==> src/rtl/program_loader.sv <==
// program_loader: writer side of the core's instruction/data RAM.
// Takes 32-bit words from a valid/ready stream, writes them as four
// little-endian bytes at consecutive addresses and holds the core in reset
// until the whole image has been written.
// Optional: define LOADER_CHECKSUM_EN for a modulo-256 sum of written bytes.
module program_loader #(
    parameter int unsigned RAMSIZE = 64,
    parameter int unsigned ADDR_W  = 8
) (
    input  logic              clk,
    input  logic              reset,
    input  logic              start,
    input  logic [ADDR_W-1:0] start_addr,
    input  logic              in_valid,
    output logic              in_ready,
    input  logic [31:0]       in_word,
    input  logic              in_last,
    output logic              ram_we,
    output logic [ADDR_W-1:0] ram_addr,
    output logic [7:0]        ram_wdata,
    output logic              busy,
    output logic              done,
    output logic              overflow,
    output logic [ADDR_W-1:0] byte_count,
    output logic              core_reset,
    output logic [7:0]        checksum
);

    typedef enum logic [2:0] {
        IDLE,
        ACCEPT,
        WRITE,
        DONE,
        ERROR
    } stateType;

    stateType          state, stateNext;
    logic [ADDR_W-1:0] addr, addrNext;
    logic [31:0]       word, wordNext;
    logic              last, lastNext;
    logic [1:0]        lane, laneNext;

    logic              inReadyNext;
    logic              ramWeNext;
    logic [ADDR_W-1:0] ramAddrNext;
    logic [7:0]        ramWdataNext;
    logic              busyNext;
    logic              doneNext;
    logic              overflowNext;
    logic [ADDR_W-1:0] byteCountNext;
    logic              coreResetNext;
    logic [7:0]        laneByte;

`ifdef LOADER_CHECKSUM_EN
    logic [7:0]        sum, sumNext;
    assign checksum = sum;
`else
    assign checksum = 8'h00;
`endif

    // Byte of the latched word selected by the current lane (byte0 first).
    assign laneByte = 8'(word >> {lane, 3'b000});

    // State and registered-output update.
    always_ff @(posedge clk or posedge reset) begin
        if (reset) begin
            state      <= IDLE;
            addr       <= '0;
            word       <= '0;
            last       <= 1'b0;
            lane       <= 2'd0;
            in_ready   <= 1'b0;
            ram_we     <= 1'b0;
            ram_addr   <= '0;
            ram_wdata  <= 8'h00;
            busy       <= 1'b0;
            done       <= 1'b0;
            overflow   <= 1'b0;
            byte_count <= '0;
            core_reset <= 1'b1;
`ifdef LOADER_CHECKSUM_EN
            sum        <= 8'h00;
`endif
        end else begin
            state      <= stateNext;
            addr       <= addrNext;
            word       <= wordNext;
            last       <= lastNext;
            lane       <= laneNext;
            in_ready   <= inReadyNext;
            ram_we     <= ramWeNext;
            ram_addr   <= ramAddrNext;
            ram_wdata  <= ramWdataNext;
            busy       <= busyNext;
            done       <= doneNext;
            overflow   <= overflowNext;
            byte_count <= byteCountNext;
            core_reset <= coreResetNext;
`ifdef LOADER_CHECKSUM_EN
            sum        <= sumNext;
`endif
        end
    end

    // Next-state and next-output logic.
    always_comb begin
        stateNext     = state;
        addrNext      = addr;
        wordNext      = word;
        lastNext      = last;
        laneNext      = lane;
        ramWeNext     = 1'b0;
        ramAddrNext   = ram_addr;
        ramWdataNext  = ram_wdata;
        doneNext      = done;
        overflowNext  = overflow;
        byteCountNext = byte_count;
`ifdef LOADER_CHECKSUM_EN
        sumNext       = sum;
`endif

        case (state)
            IDLE, DONE, ERROR: begin
                if (start) begin
                    addrNext      = start_addr;
                    doneNext      = 1'b0;
                    overflowNext  = 1'b0;
                    byteCountNext = '0;
`ifdef LOADER_CHECKSUM_EN
                    sumNext       = 8'h00;
`endif
                    stateNext     = ACCEPT;
                end
            end
            ACCEPT: begin
                if (in_valid && in_ready) begin
                    wordNext  = in_word;
                    lastNext  = in_last;
                    laneNext  = 2'd0;
                    stateNext = WRITE;
                end
            end
            WRITE: begin
                // Bound check precedes every byte; bytes already written stay.
                if (32'(addr) >= RAMSIZE) begin
                    overflowNext = 1'b1;
                    stateNext    = ERROR;
                end else begin
                    ramWeNext     = 1'b1;
                    ramAddrNext   = addr;
                    ramWdataNext  = laneByte;
                    addrNext      = addr + ADDR_W'(1);
                    byteCountNext = byte_count + ADDR_W'(1);
`ifdef LOADER_CHECKSUM_EN
                    sumNext       = sum + laneByte;
`endif
                    laneNext      = lane + 2'd1;
                    if (lane == 2'd3) begin
                        stateNext = last ? DONE : ACCEPT;
                        doneNext  = last;
                    end
                end
            end
            default: stateNext = IDLE;
        endcase

        inReadyNext   = (stateNext == ACCEPT);
        busyNext      = (stateNext == ACCEPT) || (stateNext == WRITE);
        coreResetNext = (stateNext != DONE);
    end

endmodule

==> config.mk <==
export PLATFORM = sky130hd
export DESIGN_NAME = program_loader
export DESIGN_NICKNAME = d
export VERILOG_FILES = /design/src/rtl/program_loader.sv
export SDC_FILE = /design/constraint.sdc
export NUM_CORES = 1
export LEC_CHECK = 0
export BUFFER_PORTS_ARGS = -buffer_cell sky130_fd_sc_hd__clkbuf_2
export CELL_PAD_IN_SITES_DETAIL_PLACEMENT = 1
export CELL_PAD_IN_SITES_GLOBAL_PLACEMENT = 1
export CORE_ASPECT_RATIO = 0.8
export CORE_MARGIN = 2
export CORE_UTILIZATION = 45
export CTS_CLUSTER_DIAMETER = 150
export DETAILED_ROUTE_END_ITERATION = 10
export PLACE_DENSITY = 0.9
export SYNTH_ARGS = -nofsm -noshare
export SYNTH_HDL_FRONTEND = slang
export SYNTH_SLANG_ARGS = --single-unit
==> constraint.sdc <==
create_clock -name clk -period 5.3 [get_ports clk]
set_input_delay 1.06 -clock clk [delete_from_list [all_inputs] [get_ports clk]]
set_output_delay 1.06 -clock clk [all_outputs]
set_load 0.1 [all_outputs]
==> implementation parameters, run 1 <==
Parameter                              Value

Status
  Status ... complete, no violations

Timing
  Final-report hold violation count ... 0
  Final setup vio count ... 0
  Worst rel slew slack ... 34.5%
  Total negative setup slack ... 0 ns
  Final Cycle Share ... 50.2%
  Max Fclk ... 0.376 GHz
  Unrepaired setup endpoints after global routing ... no
  Setup Skew ... 0.00862 ns
  Max-slew violations ... 0
  Shortest period the worst path allows ... 2.66 ns
  Actual slew at the worst max-slew pin ... 0.981 ns

Job
  Number of max-cap violations ... 0

Yosys
  Most common flop cell mapped by yosys ... dfrtp_1
  Adder-cell area share of the yosys netlist ... 1.09%
  Post-Syn Area per Cell ... 11.7 um2
  Cell type contributing the most total cell area after synthesis ... dfrtp_1
  Async set-or-reset flop fraction in the synthesized netlist ... 100%
  Compound-Gate Fraction of Synth Area ... 8.41%
  Combinational family with the most area after synthesis ... multiplexers
  Number of synthesized flops with an enable pin ... 0
  Synth Warn # ... 0
  Multiplexer share of the synthesized area ... 17.0%
  Area share of and/or/nand/nor cells after synthesis ... 12.6%
  Ranking of synthesized cells by area ... dfrtp_1 (55%), mux2_2 (11%), nand2_1 (5.6%)
  Post-synth design cell area ... 0.00344 mm2
  Post-synthesis register bit count ... 76
  Unique cell type count in the Yosys netlist ... 47
  Top-area cell type share of the netlist area ... 54.6%
  Post-Synthesis Cells ... 294
  Fraction of the yosys area taken by sequential cells ... 55.3%
  Parity-gate share of the synthesized area counting xor and xnor cells ... 0.764%

Power and ir drop
  Clock Power Share ... 17.7%
  Design internal power ... 1.46 mW
  Reg power frac ... 37.2%
  Static Leakage ... 1.97 nW
  Total net switching power ... 1.28 mW
  Power per standard cell area ... 673 mW/mm2
  Worst IR Drop VDD ... 0.262 mV
  Switching Share ... 46.8%
  Comb pwr share ... 45.1%
  PnR Total Power ... 2.74 mW

Placement
  Port Buffer Count ... 74
  Cell total after placement ... 461
  HPWL after detailed placement ... 6.12 mm
  RePlAce Congestion ... 0.800

Cells and area
  Fraction of layout cells with a size suffix above 1 ... 38.7%
  Most used cells in the layout excluding fill and tap cells ... dfrtp_1 (75), clkbuf_2 (74), nand2_1 (51), mux2_2 (34), o21ai_0 (16)
  Area of the multi-input gates ... 0.00140 mm2
  Antenna fix cells ... 0
  FILL cells ... 801
  Final Net Count ... 415
  Most frequent standard cell in the layout excluding fill and tap cells ... dfrtp_1
  FF+latch area ... 0.00190 mm2
  Fin cells ... 477
  Area growth syn-to-layout ... 18.3%

Worst setup path
  Type of the worst setup path ... reg -> reg
  Cell-by-cell trace of the critical path ... nor3b_4, nand2_2, inv_2, nor2_1, a211o_1
  Cell type group with the largest total delay on the critical path ... simple AND/OR/NAND/NOR gates
  Critical Path End Type ... register
  Top fanout value on the critical path ... 27
  Required @ worst endpoint ... 5.55 ns
  Slowest Stage Delay on Critical Path ... 0.57 ns
  Launching element type of the critical path ... register
  Worst EP arrival ... 2.90 ns
  Slowest cell on the critical path ... nor3b_4
  Worst Path Buf+Inv ... 1

Clock tree
  PostCTS Resize Cnt ... 0
  H-tree depth ... 3
  Hold-fix buffers at CTS ... 0
  Clock transition at the register clock pins on the worst setup and hold paths after CTS ... 0.08 ns
  Worst skew pair latency ... 0.36 ns
  Max Buffers Root-to-Sink ... 2
  Number of buffers added by the clock tree synthesis step ... 9
  Number of setup buffers added after CTS ... 0
  TritonCTS clock tree ... built
  Clock net sink count ... 76
  CTS root buffer ... clkbuf_8

Floorplanning
  Die boundary width ... 102 um
  Die H ... 82.2 um
  Initial Util ... 46.5%
  Total Die Area ... 0.00836 mm2
  CORE AREA ... 0.00739 mm2
  Count of standard-cell rows ... 28
  Number of top-level pins ... 83

Routing
  WL/cell ... 17.8 um
  Detailed Route WL ... 8.51 mm
  Remaining design rule violation count ... 0
  TritonRoute pass-1 iters ... 4
  Count of nets left with antenna violations after detail routing ... 0
  Initial drt markers ... 99
  Via density ... 5.41
  Via count of the routed design ... 2,581

Global routing
  First-pass GRT wire length ... 13.9 mm
  Pin count of the biggest net entering global routing ... 48
  Initial antenna violation count ... 0
  Vias in the first global route ... 2,748
  Global-route total usage across every layer ... 22.4%
  Leftover overflow at the end of global routing ... 0

Worst hold path
  Hold/Removal Path Class ... reg -> reg
logic make-up after synthesis:
group                    after synthesis
AO/OA/AOI/OAI                         46
XOR/XNOR                               3
multiplexers                          44
adder cells (fa/ha/maj)                3
flip-flops                            76
buffers and inverters                 30
other                                  1
AND/OR/NAND/NOR                       91
final timing paths:
path,start,endpoint,slack [ns],cells past startpoint
max in group asynchronous,reset,word[28],3.43,3
min,ram_addr[0],ram_addr[0],0.50,2
min in group asynchronous,reset,ram_we,0.91,2
max,state[0],addr[0],2.64,5
min reg2reg,ram_addr[0],ram_addr[0],0.50,2
max reg2reg,state[0],addr[0],2.64,5
layout make-up:
type / instances / share of cell area (%)
flip-flops and latches: 76 / 46.8
multi-input cells: 195 / 34.4
repair buffers: 76 / 9.47
well taps: 105 / 3.23
clock buffers: 9 / 3.04
clock inverters: 7 / 2.24
inverters: 9 / 0.830
power groups by stage:
stage | Sequential, mW | Combinational (mW) | Clock, mW
final | 1.02 | 1.23 | 0.484
after CTS | 1.02 | 1.24 | 0.490
after floorplan | 1.44 | 0.564 | 0
after global routing | 1.05 | 1.31 | 0.516
after detailed placement | 1.03 | 1.23 | 0
after global placement | 0.998 | 1.20 | 0
through the flow:
stage                     area (um2)  util, %  hold WS, ns  setup WS [ns]
after floorplan                 3460        -        0.473           2.30
after global placement          3850     52.1        0.458           2.82
after detailed placement        3850     52.1        0.474           2.66
after CTS                       4070     55.0        0.498           2.64
after global routing            4070     55.0        0.527           2.40
final                           4070     55.0        0.497           2.64
flip-flops by register name, summed over array words and instances, names as in the netlist, 2 cells and up:
register and flops:
word 32, ram_addr 8, addr 8, lane 2, state 3, byte_count 8
ram_wdata 8
synthesized netlist by cell type, drive strengths merged, types with 2 or more instances:
library cell,count
and2,3
ha,3
a22oi,2
a21oi,11
a22o,2
or3,3
dfrtp,75
nor2b,2
inv,9
and3,3
mux4,8
buf,17
mux2i,2
o21ai,16
clkbuf,4
nand2b,2
nand4,2
xor2,3
o22ai,2
mux2,34
a31oi,4
nand2,52
nor2,10
nand3,8
nor3b,2
tightest hold or removal path: stages, from the launching register on:
cell and delay, ns:
dfrtp_1 0.35, nand2_1 0.06, nand2_1 0.06
per-layer routing:
metal / global-route usage, % / vias to the layer above / part of all wire, %
li1: - / 1159 / -
met1: 27.6 / 1328 / 42
met2: 37.6 / 72 / 51
met3: 5.64 / 22 / 4.5
met4: 9.86 / 0 / 2.4
met5: 0 / - / 0
(Power assumes the default switching activity.)
==> run 2, diff against run 1 <==
--- a/config.mk
+++ b/config.mk
@@ -5,15 +5,16 @@
 export SDC_FILE = /design/constraint.sdc
 export NUM_CORES = 1
 export LEC_CHECK = 0
+export ABC_AREA = 1
 export BUFFER_PORTS_ARGS = -buffer_cell sky130_fd_sc_hd__clkbuf_2
 export CELL_PAD_IN_SITES_DETAIL_PLACEMENT = 1
 export CELL_PAD_IN_SITES_GLOBAL_PLACEMENT = 1
 export CORE_ASPECT_RATIO = 0.8
 export CORE_MARGIN = 2
-export CORE_UTILIZATION = 45
+export CORE_UTILIZATION = 40
 export CTS_CLUSTER_DIAMETER = 150
 export DETAILED_ROUTE_END_ITERATION = 10
-export PLACE_DENSITY = 0.9
+export PLACE_DENSITY = 0.85
 export SYNTH_ARGS = -nofsm -noshare
 export SYNTH_HDL_FRONTEND = slang
 export SYNTH_SLANG_ARGS = --single-unit
==> constraint.sdc (replaced) <==
create_clock -name clk -period 2.46 [get_ports clk]
set_input_delay 0.492 -clock clk [delete_from_list [all_inputs] [get_ports clk]]
set_output_delay 0.492 -clock clk [all_outputs]
set_load 0.1 [all_outputs]
==> run 2 against run 1 <==
  * Sequential power increased by 110%
  * Clock skew decreased by 0.0023 ns
  * Largest cell class unchanged
  * First-iteration DRC count increased by 58%
  * Critical path type is now reg -> out
  * Synthesized area increased by 9.5%
==> implementation parameters, run 2 <==
Parameter                              Value

Clock tree
  Worst skew pair latency ... 0.34 ns (-0.02 ns)
  H-tree depth ... 3 (unchanged)
  Clock net sink count ... 76 (unchanged)
  Clock transition at the register clock pins on the worst setup and hold paths after CTS ... 0.06 ns (-0.02 ns)
  TritonCTS clock tree ... built
  Number of buffers added by the clock tree synthesis step ... 9 (unchanged)
  Max Buffers Root-to-Sink ... 2 (unchanged)
  PostCTS Resize Cnt ... 0 (unchanged)
  Number of setup buffers added after CTS ... 0 (unchanged)
  Hold-fix buffers at CTS ... 0 (unchanged)
  CTS root buffer ... clkbuf_16

Cells and area
  Final Core Density ... 49.3% (-5.7 points)
  Fin cells ... 645 (+35%)
  Antenna fix cells ... 0 (unchanged)
  Register containing the most flip-flops in the final layout ... word
  FF+latch area ... 0.00190 mm2 (unchanged)
  Most frequent standard cell in the layout excluding fill and tap cells ... nand2_1
  Flip-flop count of the largest register after layout ... 32 (unchanged)
  Area growth syn-to-layout ... 19.4%
  Fin area ... 0.00449 mm2 (+10%)
  Most used cells in the layout excluding fill and tap cells ... nand2_1 (176), dfrtp_1 (75), clkbuf_2 (74), o21ai_0 (31), nor2_1 (30)
  Area of the multi-input gates ... 0.00156 mm2 (+12%)
  Final Net Count ... 573 (+38%)
  FILL cells ... 1,117 (+39%)
  Fraction of layout cells with a size suffix above 1 ... 24.2% (-15 points)

Worst setup path
  Worst Path Buf+Inv ... 1 (unchanged)
  Slowest cell on the critical path ... dfstp_2
  Cell type group with the largest total delay on the critical path ... flip-flops
  Cell-by-cell trace of the critical path ... clkbuf_2
  Launching element type of the critical path ... register
  Type of the worst setup path ... reg -> out
  Worst flop-to-flop path endpoint ... lane[0]
  Slowest Stage Delay on Critical Path ... 0.51 ns (-0.06 ns)
  Cell count of the worst reg-to-reg path ... 6 (+1)
  Critical Path End Type ... output pin
  Top fanout value on the critical path ... 1 (-96%)
  Worst reg2reg path startpoint ... state[0]
  Required @ worst endpoint ... 1.97 ns (-3.58 ns)
  Reg2reg setup slack ... 0.80 ns (-1.84 ns)
  Worst EP arrival ... 1.29 ns (-1.61 ns)

Timing
  Setup Skew ... 0.00636 ns (-0.00226 ns)
  Shortest period the worst path allows ... 1.79 ns
  Final setup vio count ... 0 (unchanged)
  Worst hold slack ... 0.203 ns (-0.294 ns)
  Max-slew violations ... 0 (unchanged)
  Unrepaired setup endpoints after global routing ... no
  Actual slew at the worst max-slew pin ... 0.639 ns (-0.342 ns)
  Setup slack after layout ... 0.675 ns (-1.97 ns)
  Worst rel slew slack ... 57.3% (+23 points)
  Final-report hold violation count ... 0 (unchanged)
  Final Cycle Share ... 72.6%
  Total negative setup slack ... 0 ns (unchanged)
  Max Fclk ... 0.560 GHz

Floorplanning
  Number of top-level pins ... 83 (unchanged)
  Total Die Area ... 0.0102 mm2 (+22%)
  Count of standard-cell rows ... 31 (+11%)
  Initial Util ... 41.3% (-5.2 points)
  Die H ... 90.8 um (+10%)
  Die boundary width ... 112 um (+11%)
  CORE AREA ... 0.00911 mm2 (+23%)

Routing
  WL/cell ... 15.0 um (-16%)
  Initial drt markers ... 156 (+58%)
  Via density ... 4.93 (-9.0%)
  Remaining design rule violation count ... 0 (unchanged)
  Via count of the routed design ... 3,177 (+23%)
  TritonRoute pass-1 iters ... 4 (unchanged)
  Count of nets left with antenna violations after detail routing ... 0 (unchanged)
  Detailed Route WL ... 9.69 mm (+14%)

Power and ir drop
  Static Leakage ... 2.35 nW (+19%)
  PnR Total Power ... 6.73 mW (+150%)
  Worst IR Drop VDD ... 0.907 mV (+250%)
  Power per standard cell area ... 1500 mW/mm2 (+120%)

Yosys
  Top post-synthesis cells by count ... nand2_1 (176), dfrtp_1 (75), o21ai_0 (31)
  Ranking of synthesized cells by area ... dfrtp_1 (50%), nand2_1 (18%), o21ai_0 (4.1%)
  Fraction of the yosys area taken by sequential cells ... 50.6% (-4.8 points)
  Cell type contributing the most total cell area after synthesis ... dfrtp_1
  Unique cell type count in the Yosys netlist ... 32 (-32%)
  Async set-or-reset flop fraction in the synthesized netlist ... 100% (unchanged)
  Post-synth design cell area ... 0.00376 mm2 (+9.5%)
  Post-Synthesis Cells ... 455 (+55%)
  Post-synthesis register bit count ... 76 (unchanged)
  Post-Syn Area per Cell ... 8.27 um2 (-29%)
  Top-area cell type share of the netlist area ... 49.9% (-4.7 points)
  Most repeated cell in the gate-level netlist after synthesis ... nand2_1
  Number of synthesized flops with an enable pin ... 0 (unchanged)
  Most common flop cell mapped by yosys ... dfrtp_1
  Synth Warn # ... 0 (unchanged)

Placement
  Port Buffer Count ... 74 (unchanged)
  Standard cell area after detailed placement ... 0.00415 mm2 (+7.8%)
  RePlAce Congestion ... 0.826 (+3.2%)
  Setup Slack @ Placement ... 0.805 ns (-1.85 ns)
  Cell total after placement ... 629 (+36%)
  HPWL after detailed placement ... 6.60 mm (+7.9%)

Worst hold path
  Hold/Removal Path Class ... in -> async

Status
  Status ... complete, no violations

Global routing
  Vias in the first global route ... 3,354 (+22%)
  Global-route total usage across every layer ... 20.0% (-2.3 points)
  Initial antenna violation count ... 0 (unchanged)
  Pin count of the biggest net entering global routing ... 43 (-10%)
  First-pass GRT wire length ... 16.3 mm (+18%)
  Leftover overflow at the end of global routing ... 0 (unchanged)

Job
  Number of max-cap violations ... 0 (unchanged)
run 2: cell count changes in the layout (fill, tap and decap cells not counted), sizes merged, moves of 4 or more:
cell    delta
or2        +4
mux2      -34
nand2    +130
nor2      +27
mux4       -8
o21ai     +29
a21oi      -6
o211ai     +4
inv       +22
nand3     +18
run 2: metal layers:
layer / GRT usage [%] / wire [um] / vias up
met3: 4.70 / 390 / 14
met1: 26.3 / 4510 / 1530
li1: - / - / 1563
met5: 0 / 0 / -
met4: 6.71 / 165 / 0
met2: 32.7 / 4620 / 70
run 2: worst max path at each step:
| stage | start | end | slack [ns] | depth (start not counted) |
|---|---|---|---|---|
| after detailed placement | state[0] | lane[0] | 0.80 | 6 |
| after CTS | core_reset | core_reset | 0.66 | 1 |
| after global placement | lane[1] | busy | 0.90 | 8 |
| after global routing | state[1] | lane[0] | 0.61 | 7 |
| after floorplan | reset | addr[0] | 0.03 | 1 |
| final | core_reset | core_reset | 0.67 | 1 |
run 2: cells by family (layout without fill, tap and decap cells):
logic type / Yosys count / in the layout / synth area share (%)
simple gates: 253 / 253 / 29.8
flops: 76 / 76 / 50.6
compound gates: 60 / 60 / 9.31
buf+inv: 59 / 127 / 8.58
fa+ha+maj: 3 / 3 / 0.997
xor+xnor: 3 / 3 / 0.698
other cells: 1 / 8 / 0.0996
run 2: area by class of cell:
type / count / share of cell area [%]
flip-flops and latches: 76 / 42.3
multi-input cells: 327 / 34.8
repair buffers: 79 / 9.35
clock buffers: 10 / 5.09
well taps: 115 / 3.20
inverters: 32 / 2.70
clock inverters: 6 / 2.51
run 2: report_power, final:
| group | leakage, nW | internal (mW) | switching (mW) | total (mW) |
|---|---|---|---|---|
| clock network | 0.167 | 0.993 | 0.532 | 1.52 |
| registers | 0.969 | 1.75 | 0.356 | 2.11 |
| logic | 1.21 | 0.686 | 2.41 | 3.10 |
| total | 2.35 | 3.43 | 3.30 | 6.73 |
==> run 3, diff against run 2 <==
==> constraint.sdc (replaced) <==
create_clock -name clk -period 1.87 [get_ports clk]
set_input_delay 0.374 -clock clk [delete_from_list [all_inputs] [get_ports clk]]
set_output_delay 0.374 -clock clk [all_outputs]
set_load 0.1 [all_outputs]
==> run 3 against run 2 <==
  * Non-clock buffer count up 1
  * Combinational power up 31%
  * Flip-flop and latch count unchanged
  * Global-route usage down 0.29 points
  * Core utilization up 0.26 points
  * Total power up 31%
  * Setup slack worse by 0.47 ns
  * Hold slack worse by 0.098 ns
  * Sequential share of layout area down 0.20 points
  * Critical endpoint unchanged
  * Register-to-register slack worse by 0.44 ns
  * Largest power group unchanged
  * Clock skew up 0.0018 ns
  * Critical path type unchanged
  * First-iteration DRC count down 15%
==> implementation parameters, run 3 (same netlist as run 2, synthesis figures left out) <==
Parameter                              Value

Status
  Status ... complete, no violations

Clock tree
  Number of setup buffers added after CTS ... 0 (unchanged)
  Clock net sink count ... 76 (unchanged)
  TritonCTS clock tree ... built
  Number of buffers added by the clock tree synthesis step ... 9 (unchanged)
  PostCTS Resize Cnt ... 0 (unchanged)
  Hold-fix buffers at CTS ... 0 (unchanged)
  Clock transition at the register clock pins on the worst setup and hold paths after CTS ... 0.06 ns (about the same)
  Max Buffers Root-to-Sink ... 2 (unchanged)
  H-tree depth ... 3 (unchanged)
  Worst skew pair latency ... 0.34 ns (about the same)
  CTS root buffer ... clkbuf_16

Timing
  Actual slew at the worst max-slew pin ... 0.556 ns (-0.0834 ns)
  Max-slew violations ... 0 (unchanged)
  Setup slack after layout ... 0.201 ns (-0.474 ns)
  Worst hold slack ... 0.105 ns (-0.0983 ns)
  Total negative setup slack ... 0 ns (unchanged)
  Unrepaired setup endpoints after global routing ... no
  Max Fclk ... 0.599 GHz
  Shortest period the worst path allows ... 1.67 ns
  Final setup vio count ... 0 (unchanged)
  Setup Skew ... 0.00813 ns (+0.00177 ns)
  Final-report hold violation count ... 0 (unchanged)
  Final Cycle Share ... 89.3%
  Worst rel slew slack ... 63.1% (+5.8 points)

Global routing
  First-pass GRT wire length ... 16.2 mm (-0.76%)
  Global-route total usage across every layer ... 19.7% (-0.29 points)
  Pin count of the biggest net entering global routing ... 77 (+79%)
  Leftover overflow at the end of global routing ... 0 (unchanged)
  Initial antenna violation count ... 0 (unchanged)
  Vias in the first global route ... 3,387 (+0.98%)

Routing
  Initial drt markers ... 132 (-15%)
  Via density ... 4.91 (-0.34%)
  Detailed Route WL ... 9.40 mm (-3.0%)
  Via count of the routed design ... 3,171 (-0.19%)
  Count of nets left with antenna violations after detail routing ... 0 (unchanged)
  WL/cell ... 14.5 um (-3.1%)
  Remaining design rule violation count ... 0 (unchanged)
  TritonRoute pass-1 iters ... 4 (unchanged)

Floorplanning
  Initial Util ... 41.3% (unchanged)
  Count of standard-cell rows ... 31 (unchanged)
  Number of top-level pins ... 83 (unchanged)
  CORE AREA ... 0.00911 mm2 (unchanged)
  Die H ... 90.8 um (unchanged)
  Die boundary width ... 112 um (unchanged)
  Total Die Area ... 0.0102 mm2 (unchanged)

Power and ir drop
  Worst IR Drop VDD ... 0.996 mV (+9.8%)
  Power per standard cell area ... 1950 mW/mm2 (+30%)
  PnR Total Power ... 8.81 mW (+31%)
  Static Leakage ... 2.35 nW (+0.16%)

Cells and area
  Area of the multi-input gates ... 0.00156 mm2 (unchanged)
  Register containing the most flip-flops in the final layout ... word
  Fraction of layout cells with a size suffix above 1 ... 24.5% (+0.33 points)
  Final Net Count ... 574 (+0.17%)
  FF+latch area ... 0.00190 mm2 (about the same)
  FILL cells ... 1,128 (+0.98%)
  Area growth syn-to-layout ... 20.0%
  Fin area ... 0.00452 mm2 (+0.53%)
  Most used cells in the layout excluding fill and tap cells ... nand2_1 (176), dfrtp_1 (74), clkbuf_2 (74), o21ai_0 (31), nor2_1 (30)
  Final Core Density ... 49.6% (+0.26 points)
  Fin cells ... 646 (+0.16%)
  Antenna fix cells ... 0 (unchanged)
  Flip-flop count of the largest register after layout ... 32 (unchanged)
  Most frequent standard cell in the layout excluding fill and tap cells ... nand2_1

Placement
  Cell total after placement ... 630 (+0.16%)
  Standard cell area after detailed placement ... 0.00418 mm2 (+0.57%)
  Port Buffer Count ... 74 (unchanged)
  RePlAce Congestion ... 0.808 (-2.2%)
  Setup Slack @ Placement ... 0.379 ns (-0.426 ns)
  HPWL after detailed placement ... 6.47 mm (-2.0%)

Worst setup path
  Required @ worst endpoint ... 1.50 ns (-0.47 ns)
  Reg2reg setup slack ... 0.36 ns (-0.44 ns)
  Top fanout value on the critical path ... 1 (unchanged)
  Cell count along the critical path ... 1 (unchanged)
  Cell-by-cell trace of the critical path ... clkbuf_2
  Worst setup path start ... core_reset
  Worst Path Buf+Inv ... 1 (unchanged)
  Cell type group with the largest total delay on the critical path ... flip-flops
  Slowest Stage Delay on Critical Path ... 0.51 ns (about the same)
  Worst EP arrival ... 1.30 ns (about the same)
  End point of the critical path ... core_reset
  Worst flop-to-flop path endpoint ... busy
  Cell count of the worst reg-to-reg path ... 8 (+2)
  Launching element type of the critical path ... register
  Critical Path End Type ... output pin
  Type of the worst setup path ... reg -> out
  Worst reg2reg path startpoint ... state[0]
  Slowest cell on the critical path ... dfstp_2

Worst hold path
  Hold/Removal Path Class ... in -> async

Job
  Number of max-cap violations ... 0 (unchanged)
[run 3: cell types whose count changed in the layout (fill, tap and decap cells not counted), sizes merged]
cell,before,now
clkinv,4,2
clkinvlp,0,1
inv,31,32
buf,5,6
[run 3: worst min-delay path by stage]
stage,startpoint,depth (start not counted),endpoint,slack (ns)
6_report,reset,3,word[27],0.11
5_1_grt,reset,3,word[27],0.16
4_1_cts,reset,3,word[17],0.15
3_5_place_dp,word[8],2,word[8],0.45
3_3_place_gp,word[10],2,word[10],0.45
2_1_floorplan,word[10],2,word[10],0.44
[run 3: report_power, final]
part           internal (mW)  switching [mW]
combinational          0.927            3.12
clock                   1.31           0.692
sequential              2.31           0.452
total                   4.54            4.27
[run 3: final cells by class]
cell class,instances,share of cell area [%]
multi-input cells,327,34.6
clock buffers,10,5.07
well taps,115,3.18
clock inverters,6,2.49
repair buffers,80,9.75
flip-flops and latches,76,42.1
inverters,32,2.74
[run 3: per-layer routing]
layer	wire, um	GRT usage [%]	up-vias
met3	356	4.56	8
li1	-	-	1562
met4	91	6.20	0
met1	4440	25.6	1540
met5	0	0	-
met2	4520	32.9	61
